===== config.mk =====
export PLATFORM = sky130hd
export DESIGN_NAME = ps2_rx_frame_flat
export DESIGN_NICKNAME = d
export VERILOG_FILES = /design/src/rtl/ps2_rx_frame_if.sv /design/src/rtl/ps2_rx_frame.sv /design/src/flat_wrapper.sv
export SDC_FILE = /design/constraint.sdc
export NUM_CORES = 1
export LEC_CHECK = 0
export BUFFER_PORTS_ARGS = -buffer_cell sky130_fd_sc_hd__buf_4
export CAP_MARGIN = 5
export CORE_UTILIZATION = 45
export DETAILED_ROUTE_END_ITERATION = 6
export GPL_TIMING_DRIVEN = 1
export SETUP_SLACK_MARGIN = 0.1
export SLEW_MARGIN = 40
export SYNTH_ARGS = -nofsm -noshare
export SYNTH_HDL_FRONTEND = slang
export SYNTH_SLANG_ARGS = --single-unit

===== constraint.sdc =====
create_clock -name ACLK -period 10.1 [get_ports ACLK]
set_input_delay 0.505 -clock ACLK [delete_from_list [all_inputs] [get_ports ACLK]]
set_output_delay 0.505 -clock ACLK [all_outputs]
set_load 0.02 [all_outputs]

===== src/rtl/ps2_rx_frame_if.sv =====
// Purpose: byte-FIFO read port and status pulses of the PS/2 receive front end.
// Latency: none; this is only a bundle of wires.
// Backpressure: the consumer pops with rd_en; nothing else ever stalls.
`timescale 1ns/1ps
interface ps2_rx_frame_if #(
  parameter int FIFO_DEPTH = 16
);
  localparam int CW = $clog2(FIFO_DEPTH) + 1;

  logic          rd_en;
  logic [7:0]    rx_data;
  logic          rx_valid;
  logic [CW-1:0] fifo_count;
  logic          parity_err;
  logic          frame_err;
  logic          overflow;
  logic          busy;

  // Receiver side: owns the FIFO and the status outputs
  modport master (
    input  rd_en,
    output rx_data, rx_valid, fifo_count, parity_err, frame_err, overflow, busy
  );

  // Consumer side, e.g. the register block that pops bytes
  modport slave (
    output rd_en,
    input  rx_data, rx_valid, fifo_count, parity_err, frame_err, overflow, busy
  );
endinterface


===== src/rtl/ps2_rx_frame.sv =====
// Purpose: sync + de-glitch raw PS/2 lines, deframe 11-bit frames, buffer good bytes.
// Latency: byte visible one cycle after the STOP-bit strobe; error pulses likewise.
// Backpressure: none towards the device; a full FIFO drops the byte and pulses overflow.
`timescale 1ns/1ps
module ps2_rx_frame #(
  parameter int SYNC_STAGES = 2,
  parameter int FILTER_LEN  = 8,
  parameter int TIMEOUT_CYC = 100000,
  parameter int FIFO_DEPTH  = 16
) (
  input  logic                  ACLK,
  input  logic                  ARESETN,
  input  logic                  ps2_clk,
  input  logic                  ps2_data,
  ps2_rx_frame_if.master        rx
);
  localparam int AW = $clog2(FIFO_DEPTH);
  localparam int CW = AW + 1;
  localparam int FW = $clog2(FILTER_LEN) + 1;
  localparam int TW = $clog2(TIMEOUT_CYC);
  localparam logic [FW-1:0] FILT_LAST = FW'(FILTER_LEN - 1);
  localparam logic [TW-1:0] TO_LAST   = TW'(TIMEOUT_CYC - 1);
  localparam logic [CW-1:0] FULL_CNT  = CW'(FIFO_DEPTH);

  typedef enum logic [1:0] {IDLE, DATA, PARITY, STOP} state_t;

  logic [SYNC_STAGES-1:0] clk_sync, data_sync;
  logic                   clk_s, data_s;
  logic                   filt, filt_prev;
  logic [FW-1:0]          filt_cnt;
  logic                   fall;

  state_t                 state;
  logic [2:0]             bit_cnt;
  logic [7:0]             shreg;
  logic                   par_bit;
  logic [TW-1:0]          to_cnt;
  logic                   parity_err_q, frame_err_q, busy_q;

  logic [7:0]             mem [FIFO_DEPTH];
  logic [AW-1:0]          wr_ptr, rd_ptr;
  logic [CW-1:0]          count;
  logic                   overflow_q;
  logic                   push, pop, full, wr_en;

  assign clk_s  = clk_sync[SYNC_STAGES-1];
  assign data_s = data_sync[SYNC_STAGES-1];

  // Two-flop (or longer) synchronisers; lines idle high
  always_ff @(posedge ACLK or negedge ARESETN) begin
    if (!ARESETN) begin
      clk_sync  <= '1;
      data_sync <= '1;
    end else begin
      clk_sync  <= {clk_sync[SYNC_STAGES-2:0], ps2_clk};
      data_sync <= {data_sync[SYNC_STAGES-2:0], ps2_data};
    end
  end

  // Filtered clock only follows after FILTER_LEN consecutive differing samples
  always_ff @(posedge ACLK or negedge ARESETN) begin
    if (!ARESETN) begin
      filt      <= 1'b1;
      filt_prev <= 1'b1;
      filt_cnt  <= '0;
    end else begin
      filt_prev <= filt;
      if (clk_s != filt) begin
        if (filt_cnt == FILT_LAST) begin
          filt     <= clk_s;
          filt_cnt <= '0;
        end else begin
          filt_cnt <= filt_cnt + 1'b1;
        end
      end else begin
        filt_cnt <= '0;
      end
    end
  end

  // Strobe is high in the cycle right after the filtered clock drops
  assign fall = filt_prev & ~filt;

  // Good frame: stop bit high and odd parity over data+parity
  always_comb begin
    push = 1'b0;
    if (fall && state == STOP && data_s && ((^shreg) ^ par_bit))
      push = 1'b1;
  end

  // Deframing FSM with inactivity timeout; all outputs registered
  always_ff @(posedge ACLK or negedge ARESETN) begin
    if (!ARESETN) begin
      state        <= IDLE;
      bit_cnt      <= '0;
      shreg        <= '0;
      par_bit      <= 1'b0;
      to_cnt       <= '0;
      parity_err_q <= 1'b0;
      frame_err_q  <= 1'b0;
      busy_q       <= 1'b0;
    end else begin
      parity_err_q <= 1'b0;
      frame_err_q  <= 1'b0;
      if (state == IDLE) begin
        to_cnt <= '0;
        if (fall && !data_s) begin
          state   <= DATA;
          bit_cnt <= '0;
          shreg   <= '0;
          busy_q  <= 1'b1;
        end
      end else if (fall) begin
        to_cnt <= '0;
        case (state)
          DATA: begin
            shreg[bit_cnt] <= data_s;
            if (bit_cnt == 3'd7) state <= PARITY;
            else                 bit_cnt <= bit_cnt + 1'b1;
          end
          PARITY: begin
            par_bit <= data_s;
            state   <= STOP;
          end
          default: begin
            state  <= IDLE;
            busy_q <= 1'b0;
            if (!data_s)                    frame_err_q  <= 1'b1;
            else if (!((^shreg) ^ par_bit)) parity_err_q <= 1'b1;
          end
        endcase
      end else if (to_cnt == TO_LAST) begin
        frame_err_q <= 1'b1;
        state       <= IDLE;
        busy_q      <= 1'b0;
        to_cnt      <= '0;
      end else begin
        to_cnt <= to_cnt + 1'b1;
      end
    end
  end

  assign pop   = rx.rd_en && (count != '0);
  assign full  = (count == FULL_CNT);
  // When full, a simultaneous pop frees the head slot the write lands in
  assign wr_en = push && (!full || pop);

  // FIFO pointers, occupancy and overflow pulse
  always_ff @(posedge ACLK or negedge ARESETN) begin
    if (!ARESETN) begin
      wr_ptr     <= '0;
      rd_ptr     <= '0;
      count      <= '0;
      overflow_q <= 1'b0;
    end else begin
      overflow_q <= push && full && !pop;
      if (wr_en) wr_ptr <= wr_ptr + 1'b1;
      if (pop)   rd_ptr <= rd_ptr + 1'b1;
      if (wr_en && !pop)      count <= count + 1'b1;
      else if (!wr_en && pop) count <= count - 1'b1;
    end
  end

  // Storage array, no reset needed since reads are gated by rx_valid
  always_ff @(posedge ACLK) begin
    if (wr_en) mem[wr_ptr] <= shreg;
  end

  assign rx.rx_valid   = (count != '0);
  assign rx.rx_data    = (count != '0) ? mem[rd_ptr] : 8'h00;
  assign rx.fifo_count = count;
  assign rx.parity_err = parity_err_q;
  assign rx.frame_err  = frame_err_q;
  assign rx.overflow   = overflow_q;
  assign rx.busy       = busy_q;
endmodule


===== src/flat_wrapper.sv =====
// flat-port wrapper written by rule: the top's interface ports become plain ports
module ps2_rx_frame_flat 
#(
  parameter int SYNC_STAGES = 2,
  parameter int FILTER_LEN  = 8,
  parameter int TIMEOUT_CYC = 100000,
  parameter int FIFO_DEPTH  = 16
)
  (ACLK, ARESETN, ps2_clk, ps2_data, rx_rd_en, rx_rx_data, rx_rx_valid, rx_fifo_count, rx_parity_err, rx_frame_err, rx_overflow, rx_busy);
  ps2_rx_frame_if #(.FIFO_DEPTH(FIFO_DEPTH)) rx_i ();
  input  logic ACLK;
  input  logic ARESETN;
  input  logic ps2_clk;
  input  logic ps2_data;
  input wire logic [$bits(rx_i.rd_en)-1:0] rx_rd_en;
  output wire logic [$bits(rx_i.rx_data)-1:0] rx_rx_data;
  output wire logic [$bits(rx_i.rx_valid)-1:0] rx_rx_valid;
  output wire logic [$bits(rx_i.fifo_count)-1:0] rx_fifo_count;
  output wire logic [$bits(rx_i.parity_err)-1:0] rx_parity_err;
  output wire logic [$bits(rx_i.frame_err)-1:0] rx_frame_err;
  output wire logic [$bits(rx_i.overflow)-1:0] rx_overflow;
  output wire logic [$bits(rx_i.busy)-1:0] rx_busy;
  assign rx_i.rd_en = rx_rd_en;
  assign rx_rx_data = rx_i.rx_data;
  assign rx_rx_valid = rx_i.rx_valid;
  assign rx_fifo_count = rx_i.fifo_count;
  assign rx_parity_err = rx_i.parity_err;
  assign rx_frame_err = rx_i.frame_err;
  assign rx_overflow = rx_i.overflow;
  assign rx_busy = rx_i.busy;
  ps2_rx_frame #(.SYNC_STAGES(SYNC_STAGES), .FILTER_LEN(FILTER_LEN), .TIMEOUT_CYC(TIMEOUT_CYC), .FIFO_DEPTH(FIFO_DEPTH)) u_core (.ACLK(ACLK), .ARESETN(ARESETN), .ps2_clk(ps2_clk), .ps2_data(ps2_data), .rx(rx_i));
endmodule

Word-level counts from Yosys, hierarchy flattened
Memories as Yosys holds them, arrays and structs flattened. Index checks and enable logic that the tools add are counted.

Output and inout port bits: 18. Bits in read-only memories: 0. Flip-flop bits (word level): 58. Bits of input ports: 5. Memories: 1. RAM bits: 128. Latch bits: 0. Logic and storage cells: 117.

Memories: u_core.mem (depth 16, bits a word 8, read ports 1, clocked after Yosys merged registers in 0, wr ports 1, line ps2_rx_frame.sv:40) `logic [7:0] mem [FIFO_DEPTH];`.

Equal/unequal tests: 12. Bitwise operators: 4. Shift-type cells: 0. Divide/modulo/power cells: 0. Multiplexer cells: 44. Add/subtract/negate cells: 7. Magnitude comparators: 2. Multipliers: 0. Reductions and logical operators: 30.

Operators with widths (count): $mux W17 (3); $mux W8 (5); $mux W1 (19); $add A17 B1 Y17 const B (1); $eq A17 B17 Y1 const B (1); $mux W3 (5); $add A4 B1 Y4 const B (3); $reduce_and A3 Y1 (4); $logic_and A1 B1 Y1 (11); $mux W2 (5); $mux W5 (2); $bwmux W8 (1); $mux W4 (2); $reduce_xor A8 Y1 (1); $reduce_bool A2 Y1 (3); $add A5 B1 Y5 const B (1); $eq A5 B5 Y1 const B (1); $reduce_bool A5 Y1 (1); $sub A5 B1 Y5 const B (1); $eq A2 B2 Y1 const B (2); $eq A4 B3 Y1 const B (1); $logic_not A1 Y1 (4); $lt A3 B4 Y1 const B (1); $ne A4 B4 Y1 const B (1); 19 further kinds (20).

Depth between registers and ports, before layout
Gate-level depths: netlist of the first run.

Depth in word-level cells: 11. Depth in mapped cells: 13. Mapped depth without buffers: 13.

Worst setup path before layout of the first run
No wires, ideal clock.

Kind: flip-flop to flip-flop. Start point: register u_core.shreg[1]. End point: register u_core.count[4], in the netlist u_core.rx.fifo_count[4]. Stages on the path, launching flop included: 13. Setup slack: 6.851 ns. Buffers on the path: 1. Required time: 10.019 ns. Setup time: 0.081 ns. Data arrival time: 3.168 ns. Period minus slack after synthesis: 3.249 ns. Cells stage by stage: dfrtp_1 -> xor3_1 -> a2111o_1 -> mux2i_4 -> buf_6 -> ha_1 -> inv_1 -> ha_1 -> nor2b_1 -> o21a_1 -> or3_1 -> a21oi_1 -> xor2_1.

Cells in the longest elaborated chain, start to end: 8. Elaborated cells between the ends (all ways): 10. Classes of those cells: 2 x mux; 1 x bitwise; 7 x reduce/logical.

RTL lines: start: declaration (line ps2_rx_frame.sv:35) `logic [7:0] shreg;`; start signal: indexed assignment (line ps2_rx_frame.sv:117) `shreg[bit_cnt] <= data_s;`; $reduce_xor A8 Y1 * (line ps2_rx_frame.sv:87) `if (fall && state == STOP && data_s && ((^shreg) ^ par_bit))`; $xor A1 B1 Y1 * (line ps2_rx_frame.sv:87); $logic_and A1 B1 Y1 * (line ps2_rx_frame.sv:87); $mux W1 * (line ps2_rx_frame.sv:87); $logic_and A1 B1 Y1 * (line ps2_rx_frame.sv:146) `assign wr_en = push && (!full || pop);`; named net u_core.wr_en (line ps2_rx_frame.sv:44) `logic push, pop, full, wr_en;`; $logic_not A1 Y1 (line ps2_rx_frame.sv:160) `else if (!wr_en && pop) count <= count - 1'b1;`; $logic_and A1 B1 Y1 (line ps2_rx_frame.sv:160); $reduce_bool A2 Y1 (no line); end signal: assignment (line ps2_rx_frame.sv:159) `if (wr_en && !pop) count <= count + 1'b1;`; end signal: assignment (line ps2_rx_frame.sv:160); end: declaration (line ps2_rx_frame.sv:42) `logic [CW-1:0] count;`.

The timed path passes the listed nets; every way through them passes the cells marked *. A chain may end at the register's enable or synchronous reset.

Final worst setup path of the first run
Start point: register u_core.shreg[1]. End point: register u_core.count[4], in the netlist u_core.rx.fifo_count[4].

Cells in the longest elaborated chain, start to end: 8. Elaborated cells between the ends (all ways): 10. Classes of those cells: 2 x mux; 1 x bitwise; 7 x reduce/logical.

RTL lines (line): $reduce_xor A8 Y1 * (ps2_rx_frame.sv:87); $xor A1 B1 Y1 * (ps2_rx_frame.sv:87); $logic_and A1 B1 Y1 * (ps2_rx_frame.sv:87); $mux W1 * (ps2_rx_frame.sv:87); $logic_and A1 B1 Y1 * (ps2_rx_frame.sv:146); $logic_not A1 Y1 (ps2_rx_frame.sv:160); $logic_and A1 B1 Y1 (ps2_rx_frame.sv:160); $reduce_bool A2 Y1 (no line).

Every way passes the cells marked *; elsewhere a longest branch is shown, timed or not.

==> summary.txt, run 1 <==
Finish
  – Final nets: 564
  – Commonest non-fill, non-tap cell in the layout: edfxtp_1
  – Layout cells sized above 1: 22.06%
  – Non-Filler Instances: 778
  – N_diodes: 0
  – Area Overhead vs Synth: 12.81%
  – Filler instances: 1,384
  – Most frequent cells in the layout: 128 x edfxtp_1, 50 x dfrtp_1, 33 x nor2_1

Setup path
  – Reg2Reg Depth: 11
  – Crit path max-delay family: XOR/XNOR gates
  – Slowest library cell on the worst path: dfrtp_1
  – Arrival time at the worst endpoint: 4050 ps
  – CP cell instances: xor3_1 > a2111o_1 > mux2i_4 > ha_1 > inv_1 > ha_1 > nor2b_1 > o21a_1 > or3_1 > a21oi_1 > xor2_1
  – Setup crit start kind: flip-flop
  – Flop2flop setup slack: 6410 ps
  – Worst r2r src: u_core.shreg[1]$_DFFE_PN0P_
  – Max incr delay on CP: 630 ps
  – CP most frequent cell: ha_1
  – RR Endpoint: u_core.rx.fifo_count[4]$_DFFE_PN0P_
  – CP bufs+invs: 1
  – Setup crit end kind: flip-flop
  – Required time worst endpoint: 10,460 ps
  – CP Max Fanout: 18
  – Crit path kind: reg2reg

Power and ir drop
  – Internal Power: 1.465 mW
  – Leak: 3.079 nW
  – PwrDens: 245.3 nW/um2
  – Switching pwr: 726.9 uW
  – Clock power frac: 29.8%
  – Flop pwr share: 44.6%
  – Max rail drop VDD: 0.1372 mV
  – Sw Share: 33.16%
  – Combinational Power Share: 25.7%

Clock tree
  – Clock latency on the worst-skew pair: 430 ps
  – Post_cts resized: 0
  – Clk sinks: 186
  – Clock Tree Buf Depth: 2
  – Clk pin slew, worst setup/hold paths: 70 ps
  – Postcts setup bufs: 0
  – H-tree Lvls: 4
  – Hold bufs inserted after CTS: 0
  – CTS tree: done
  – CTS buffer count: 17
  – Root Buffer: clkbuf_16

Timing
  – Hold Fails Final Rpt: 0
  – Finish-stage setup viols: 0
  – RSZ-0062 raised after global routing: false
  – Slew Viols, Final: 0
  – Worst Tran Pin Value: 752.6 ps
  – Period utilization: 36.57%
  – Min Tclk post-route: 3694 ps
  – Setup TNS: 0 ps
  – FMAX: 270.7 MHz
  – Layout Skew: 9.738 ps
  – Slew headroom: 49.64%

Drt
  – DR iter-0 viols: 426
  – WL final: 16,090 um
  – Total number of vias: 4,373
  – Drt drc: 0
  – Vias per inst: 5.621
  – ANT nets after route: 0
  – Routed WL per cell: 20.68 um
  – DRT Pass-1 Iters: 4

Yosys
  – EDFF count, synth: 128
  – Syn Area/Cell: 15.45 um2
  – Post-Syn Area: 7924 um2
  – Cell taking the most area after synthesis: edfxtp_1
  – Syn nets: 537
  – Post-synth top area share: 48.51%
  – FFs w/ async S/R, synth: 31.18%
  – #FFs+latches synth: 186
  – Distinct cells, synth: 53
  – Register area share after synthesis: 66.92%
  – Main synth FF type: edfxtp_1
  – Synthesized instance count: 513
  – Yosys warning count: 0
  – Largest cells by area after synthesis: edfxtp_1 49%, dfrtp_1 16%, mux4_2 9.1%, ha_1 2.8%, dfstp_2 2.0%

Global route
  – First-pass GRT wire length: 25,630 um
  – Vias in the first global route: 4,469
  – Initial antenna violation count: 0
  – Gr usage total: 19.63%
  – Largest net degree at the start of global routing: 59
  – GR Overflow Total: 0

Placement
  – Dpl hpwl: 10,050 um
  – Number of I/O port buffers: 22
  – Placed insts: 746
  – Routability cong.: 0.7900

Floorplanning
  – Std-Cell Core Area: 17,240 um2
  – DIE AREA: 18,140 um2
  – FP Rows: 48
  – Num ports: 23
  – Die Ht: 134.7 um
  – Die extent in x: 134.7 um
  – Initial Util: 45.97%

Run
  – Max-cap viol count: 0

Hold path
  – Hold Crit Class: in2async

Outcome
  – Status: completed
[worst max-delay path by stage]
stage	start	end	slack, ps	cells past startpoint
floorplan	u_core.shreg[1]$_DFFE_PN0P_	u_core.rx.fifo_count[4]$_DFFE_PN0P_	6850	12
global placement	u_core.shreg[1]$_DFFE_PN0P_	u_core.rx.fifo_count[4]$_DFFE_PN0P_	6520	11
detailed placement	u_core.shreg[1]$_DFFE_PN0P_	u_core.rx.fifo_count[4]$_DFFE_PN0P_	6430	11
CTS	u_core.shreg[1]$_DFFE_PN0P_	u_core.rx.fifo_count[4]$_DFFE_PN0P_	6400	11
global route	u_core.shreg[1]$_DFFE_PN0P_	u_core.rx.fifo_count[4]$_DFFE_PN0P_	6130	11
finish	u_core.shreg[1]$_DFFE_PN0P_	u_core.rx.fifo_count[4]$_DFFE_PN0P_	6410	11
[power by group through the flow]
| stage | combinational (mW) | clock [mW] | sequential [mW] |
|---|---|---|---|
| floorplan | 0.424 | 0 | 0.947 |
| global placement | 0.563 | 0 | 0.988 |
| detailed placement | 0.568 | 0 | 0.994 |
| CTS | 0.573 | 0.666 | 0.978 |
| global route | 0.623 | 0.694 | 0.992 |
| finish | 0.563 | 0.653 | 0.977 |
[Yosys cell counts, types with 9 or more instances]
cell type	number
nor3_1	9
dfrtp_1	52
a21oi_1	16
xnor2_1	18
a22oi_1	18
xor2_1	11
nand2_1	27
clkbuf_1	11
ha_1	18
nor2_1	38
edfxtp_1	128
mux4_2	32
inv_1	10
o21ai_0	25
[sequential cells by signal, indices dropped and copies added (netlist names), 2 cells and up]
| name | flops |
|---|---|
| u_core.rx.fifo_count | 5 |
| u_core.to_cnt | 17 |
| u_core.state | 2 |
| u_core.mem | 128 |
| u_core.filt_cnt | 4 |
| u_core.clk_sync | 2 |
| u_core.data_sync | 2 |
| u_core.bit_cnt | 3 |
| u_core.rd_ptr | 4 |
| u_core.shreg | 8 |
| u_core.wr_ptr | 4 |
[area by class of cell]
| type | count | area (um2) | area share, % |
|---|---|---|---|
| Timing Repair Buffer | 30 | 226.5 | 2.534 |
| Inverter | 12 | 45.04 | 0.5039 |
| Clock inverter | 15 | 156.4 | 1.750 |
| Clock buffer | 17 | 425.4 | 4.759 |
| Sequential cell | 186 | 5308 | 59.38 |
| Tap cell | 225 | 281.5 | 3.149 |
| Multi-Input combinational cell | 293 | 2496 | 27.93 |
[routing by layer]
layer	vias to the layer above	track usage (%)	part of all wire [%]
li1	2005	-	-
met5	-	0	0
met1	2232	25.65	44
met3	25	4.054	5.0
met4	0	8.052	1.9
met2	111	32.13	49
[cell families after synthesis]
logic type                 Yosys count  synth area share, %
AOI/OAI and AO/OA                   72                5.558
buffers and inverters               34                1.800
and+or+nand+nor                    134                8.906
adders and majority gates           19                3.095
muxes                               37                9.932
DFF                                186                66.92
xor gates and xnor gates            31                3.790
[through the flow]
| stage | hold slack (ps) | power, mW | cell area, um2 | utilization (%) | setup WS (ps) |
|---|---|---|---|---|---|
| floorplan | 209.4 | 1.370 | 7924 | - | 6851 |
| global placement | 346.1 | 1.550 | 8328 | 48.32 | 6519 |
| detailed placement | 350.4 | 1.562 | 8353 | 48.46 | 6428 |
| CTS | 156.8 | 2.217 | 8935 | 51.84 | 6403 |
| global route | 76.80 | 2.309 | 8939 | 51.86 | 6126 |
| finish | 22.20 | 2.192 | 8939 | 51.86 | 6406 |
Note: power is estimated with default switching activity, not from simulation.
==> run 2, diff against run 1 <==
==> constraint.sdc (replaced) <==
create_clock -name ACLK -period 3.35 [get_ports ACLK]
set_input_delay 0.1675 -clock ACLK [delete_from_list [all_inputs] [get_ports ACLK]]
set_output_delay 0.1675 -clock ACLK [all_outputs]
set_load 0.02 [all_outputs]
==> summary.txt, run 2 (synthesized netlist as in run 1, its figures left out) <==
Floorplanning
  – Num ports: 23 (unchanged)
  – DIE AREA: 18,140 um2 (unchanged)
  – FP Rows: 48 (unchanged)
  – Std-Cell Core Area: 17,240 um2 (unchanged)
  – Initial Util: 45.97% (unchanged)
  – Die Ht: 134.7 um (unchanged)
  – Die extent in x: 134.7 um (unchanged)

Placement
  – Number of I/O port buffers: 22 (unchanged)
  – Dpl hpwl: 9805 um (was 10,050 um)
  – Routability cong.: 0.8037 (was 0.7900)
  – Cell Area, Placed: 8459 um2 (was 8353 um2)

Drt
  – ANT nets after route: 0 (unchanged)
  – Vias per inst: 5.451 (was 5.621)
  – Drt drc: 0 (unchanged)
  – DRT Pass-1 Iters: 5 (was 4)
  – Routed WL per cell: 19.59 um (was 20.68 um)
  – WL final: 15,690 um (was 16,090 um)
  – Total number of vias: 4,366 (was 4,373)
  – DR iter-0 viols: 299 (was 426)

Global route
  – Initial antenna violation count: 0 (unchanged)
  – Vias in the first global route: 4,505 (was 4,469)
  – First-pass GRT wire length: 24,780 um (was 25,630 um)
  – GR Overflow Total: 0 (unchanged)
  – Largest net degree at the start of global routing: 59 (unchanged)
  – Gr usage total: 18.72% (was 19.63%)

Finish
  – Commonest non-fill, non-tap cell in the layout: edfxtp_1 (unchanged)
  – Regs by FF count: u_core.mem: 128 flops, u_core.to_cnt: 17 flops, u_core.shreg: 8 flops (unchanged)
  – Layout cells sized above 1: 23.61% (was 22.06%)
  – Final nets: 587 (was 564)
  – Register name with the most flops: u_core.mem (unchanged)
  – Design area: 9091 um2 (was 8939 um2)
  – Area Overhead vs Synth: 14.73% (was 12.81%)
  – Number of flip-flops in the largest register: 128 (unchanged)
  – N_diodes: 0 (unchanged)
  – Most frequent cells in the layout: 128 x edfxtp_1, 50 x dfrtp_1, 49 x buf_4 (was 128 x edfxtp_1, 50 x dfrtp_1, 33 x nor2_1)

Power and ir drop
  – Flop pwr share: 42.9% (was 44.6%)
  – Internal Power: 4.405 mW (was 1.465 mW)
  – Sw Share: 33.13% (was 33.16%)
  – Clock power frac: 28.6% (was 29.8%)
  – Leak: 3.262 nW (was 3.079 nW)
  – Combinational Power Share: 28.4% (was 25.7%)
  – Max rail drop VDD: 0.4883 mV (was 0.1372 mV)
  – Switching pwr: 2.182 mW (was 726.9 uW)
  – PwrDens: 724.6 nW/um2 (was 245.3 nW/um2)

Timing
  – RSZ-0062 raised after global routing: false (unchanged)
  – Worst Tran Pin Value: 771.4 ps (was 752.6 ps)
  – Setup TNS: 0 ps (unchanged)
  – Period utilization: 94.61% (was 36.57%)
  – Slew headroom: 48.47% (was 49.64%)
  – Layout Skew: 7.476 ps (was 9.738 ps)
  – Slew Viols, Final: 0 (unchanged)
  – Hold Fails Final Rpt: 0 (unchanged)
  – Min Tclk post-route: 3169 ps (was 3694 ps)
  – Finish-stage setup viols: 0 (unchanged)
  – FMAX: 315.5 MHz (was 270.7 MHz)

Outcome
  – Status: completed (unchanged)

Hold path
  – Hold Crit Class: in2reg (was in2async)

Clock tree
  – Clock Tree Buf Depth: 2 (unchanged)
  – Clk pin slew, worst setup/hold paths: 70 ps (about the same)
  – CTS buffer count: 17 (unchanged)
  – Root Buffer: clkbuf_16 (unchanged)
  – H-tree Lvls: 4 (unchanged)
  – Clock latency on the worst-skew pair: 430 ps (about the same)
  – CTS tree: done (unchanged)
  – Clk sinks: 186 (unchanged)

Setup path
  – Reg2Reg Depth: 13 (was 11)
  – End point of the critical path: u_core.rx.fifo_count[4]$_DFFE_PN0P_ (unchanged)
  – Required time worst endpoint: 3690 ps (was 10,460 ps)
  – Flop2flop setup slack: 180 ps (was 6410 ps)
  – Setup crit end kind: flip-flop (unchanged)
  – Arrival time at the worst endpoint: 3510 ps (was 4050 ps)
  – CP Max Fanout: 4 (was 18)
  – Worst r2r src: u_core.rx.fifo_count[3]$_DFFE_PN0P_ (was u_core.shreg[1]$_DFFE_PN0P_)
  – Crit path from: u_core.rx.fifo_count[3]$_DFFE_PN0P_ (was u_core.shreg[1]$_DFFE_PN0P_)
  – Setup crit start kind: flip-flop (unchanged)
  – RR Endpoint: u_core.rx.fifo_count[4]$_DFFE_PN0P_ (unchanged)
  – Crit path kind: reg2reg (unchanged)

Run
  – Max-cap viol count: 0 (unchanged)
## run 2: worst min path at each step
| stage | start | endpoint | slack, ps | cells past startpoint |
|---|---|---|---|---|
| floorplan | ARESETN | u_core.bit_cnt[0]$_DFFE_PN0P_ | -130 | 0 |
| finish | rx_rd_en | u_core.rx.overflow$_DFF_PN0_ | 70 | 3 |
| global route | rx_rd_en | u_core.rx.overflow$_DFF_PN0_ | 60 | 3 |
| detailed placement | ARESETN | u_core.to_cnt[10]$_DFF_PN0_ | 280 | 1 |
| CTS | rx_rd_en | u_core.rx.overflow$_DFF_PN0_ | 50 | 3 |
| global placement | ARESETN | u_core.to_cnt[9]$_DFF_PN0_ | 270 | 1 |
## run 2: stage by stage
step / utilization (%) / total power [mW] / setup slack (ps) / instances / hold WS, ps
2_1_floorplan: - / 4.116 / 100.8 / 513 / -128.1
3_3_place_gp: 49.08 / 4.648 / 297.4 / 761 / 271.3
3_5_place_dp: 49.08 / 4.705 / 179.5 / 761 / 277.0
4_1_cts: 52.50 / 6.601 / 148.6 / 796 / 53.89
5_1_grt: 52.74 / 6.934 / 54.66 / 801 / 59.16
6_report: 52.74 / 6.587 / 180.6 / 801 / 68.33
## run 2: critical path: stages (launching register included)
cell and delay, ps:
dfrtp_1 430, or4_4 610, nor2_8 110, inv_2 40, and2_1 200, inv_2 90, ha_2 210, inv_1 100
ha_1 300, nor2b_1 150, o21a_1 190, or3_1 310, a21oi_1 180, xor2_1 170
## run 2: repair_timing
item                       4_1_cts  5_1_grt
setup endpoints to repair        0        1
buffers inserted                 0        5
hold endpoints to repair        54        0
hold buffers                     3        0
gates resized for setup          0        2
## run 2: final cells by class
type                       count  area (um2)
fill                        1392        8145
timing repair buffer          53       417.9
multi-input combinational    293        2481
tap                          225       281.5
sequential                   186        5305
clock buffer                  18       429.2
clock inverter                14       131.4
inverter                      12       45.04
## run 2: power by group through the flow
stage,logic (mW),clock network (mW),registers (mW)
6_report,1.87,1.89,2.83
3_5_place_dp,1.83,0,2.87
5_1_grt,2.05,2.02,2.86
2_1_floorplan,1.26,0,2.85
3_3_place_gp,1.79,0,2.86
4_1_cts,1.84,1.94,2.82
## run 2: routing by layer
| metal | vias up | share of wire [%] | global-route usage, % |
|---|---|---|---|
| li1 | 2055 | - | - |
| met1 | 2216 | 46 | 26.38 |
| met2 | 77 | 49 | 29.35 |
| met3 | 18 | 3.8 | 3.453 |
| met4 | 0 | 1.4 | 6.554 |
| met5 | - | 0 | 0 |
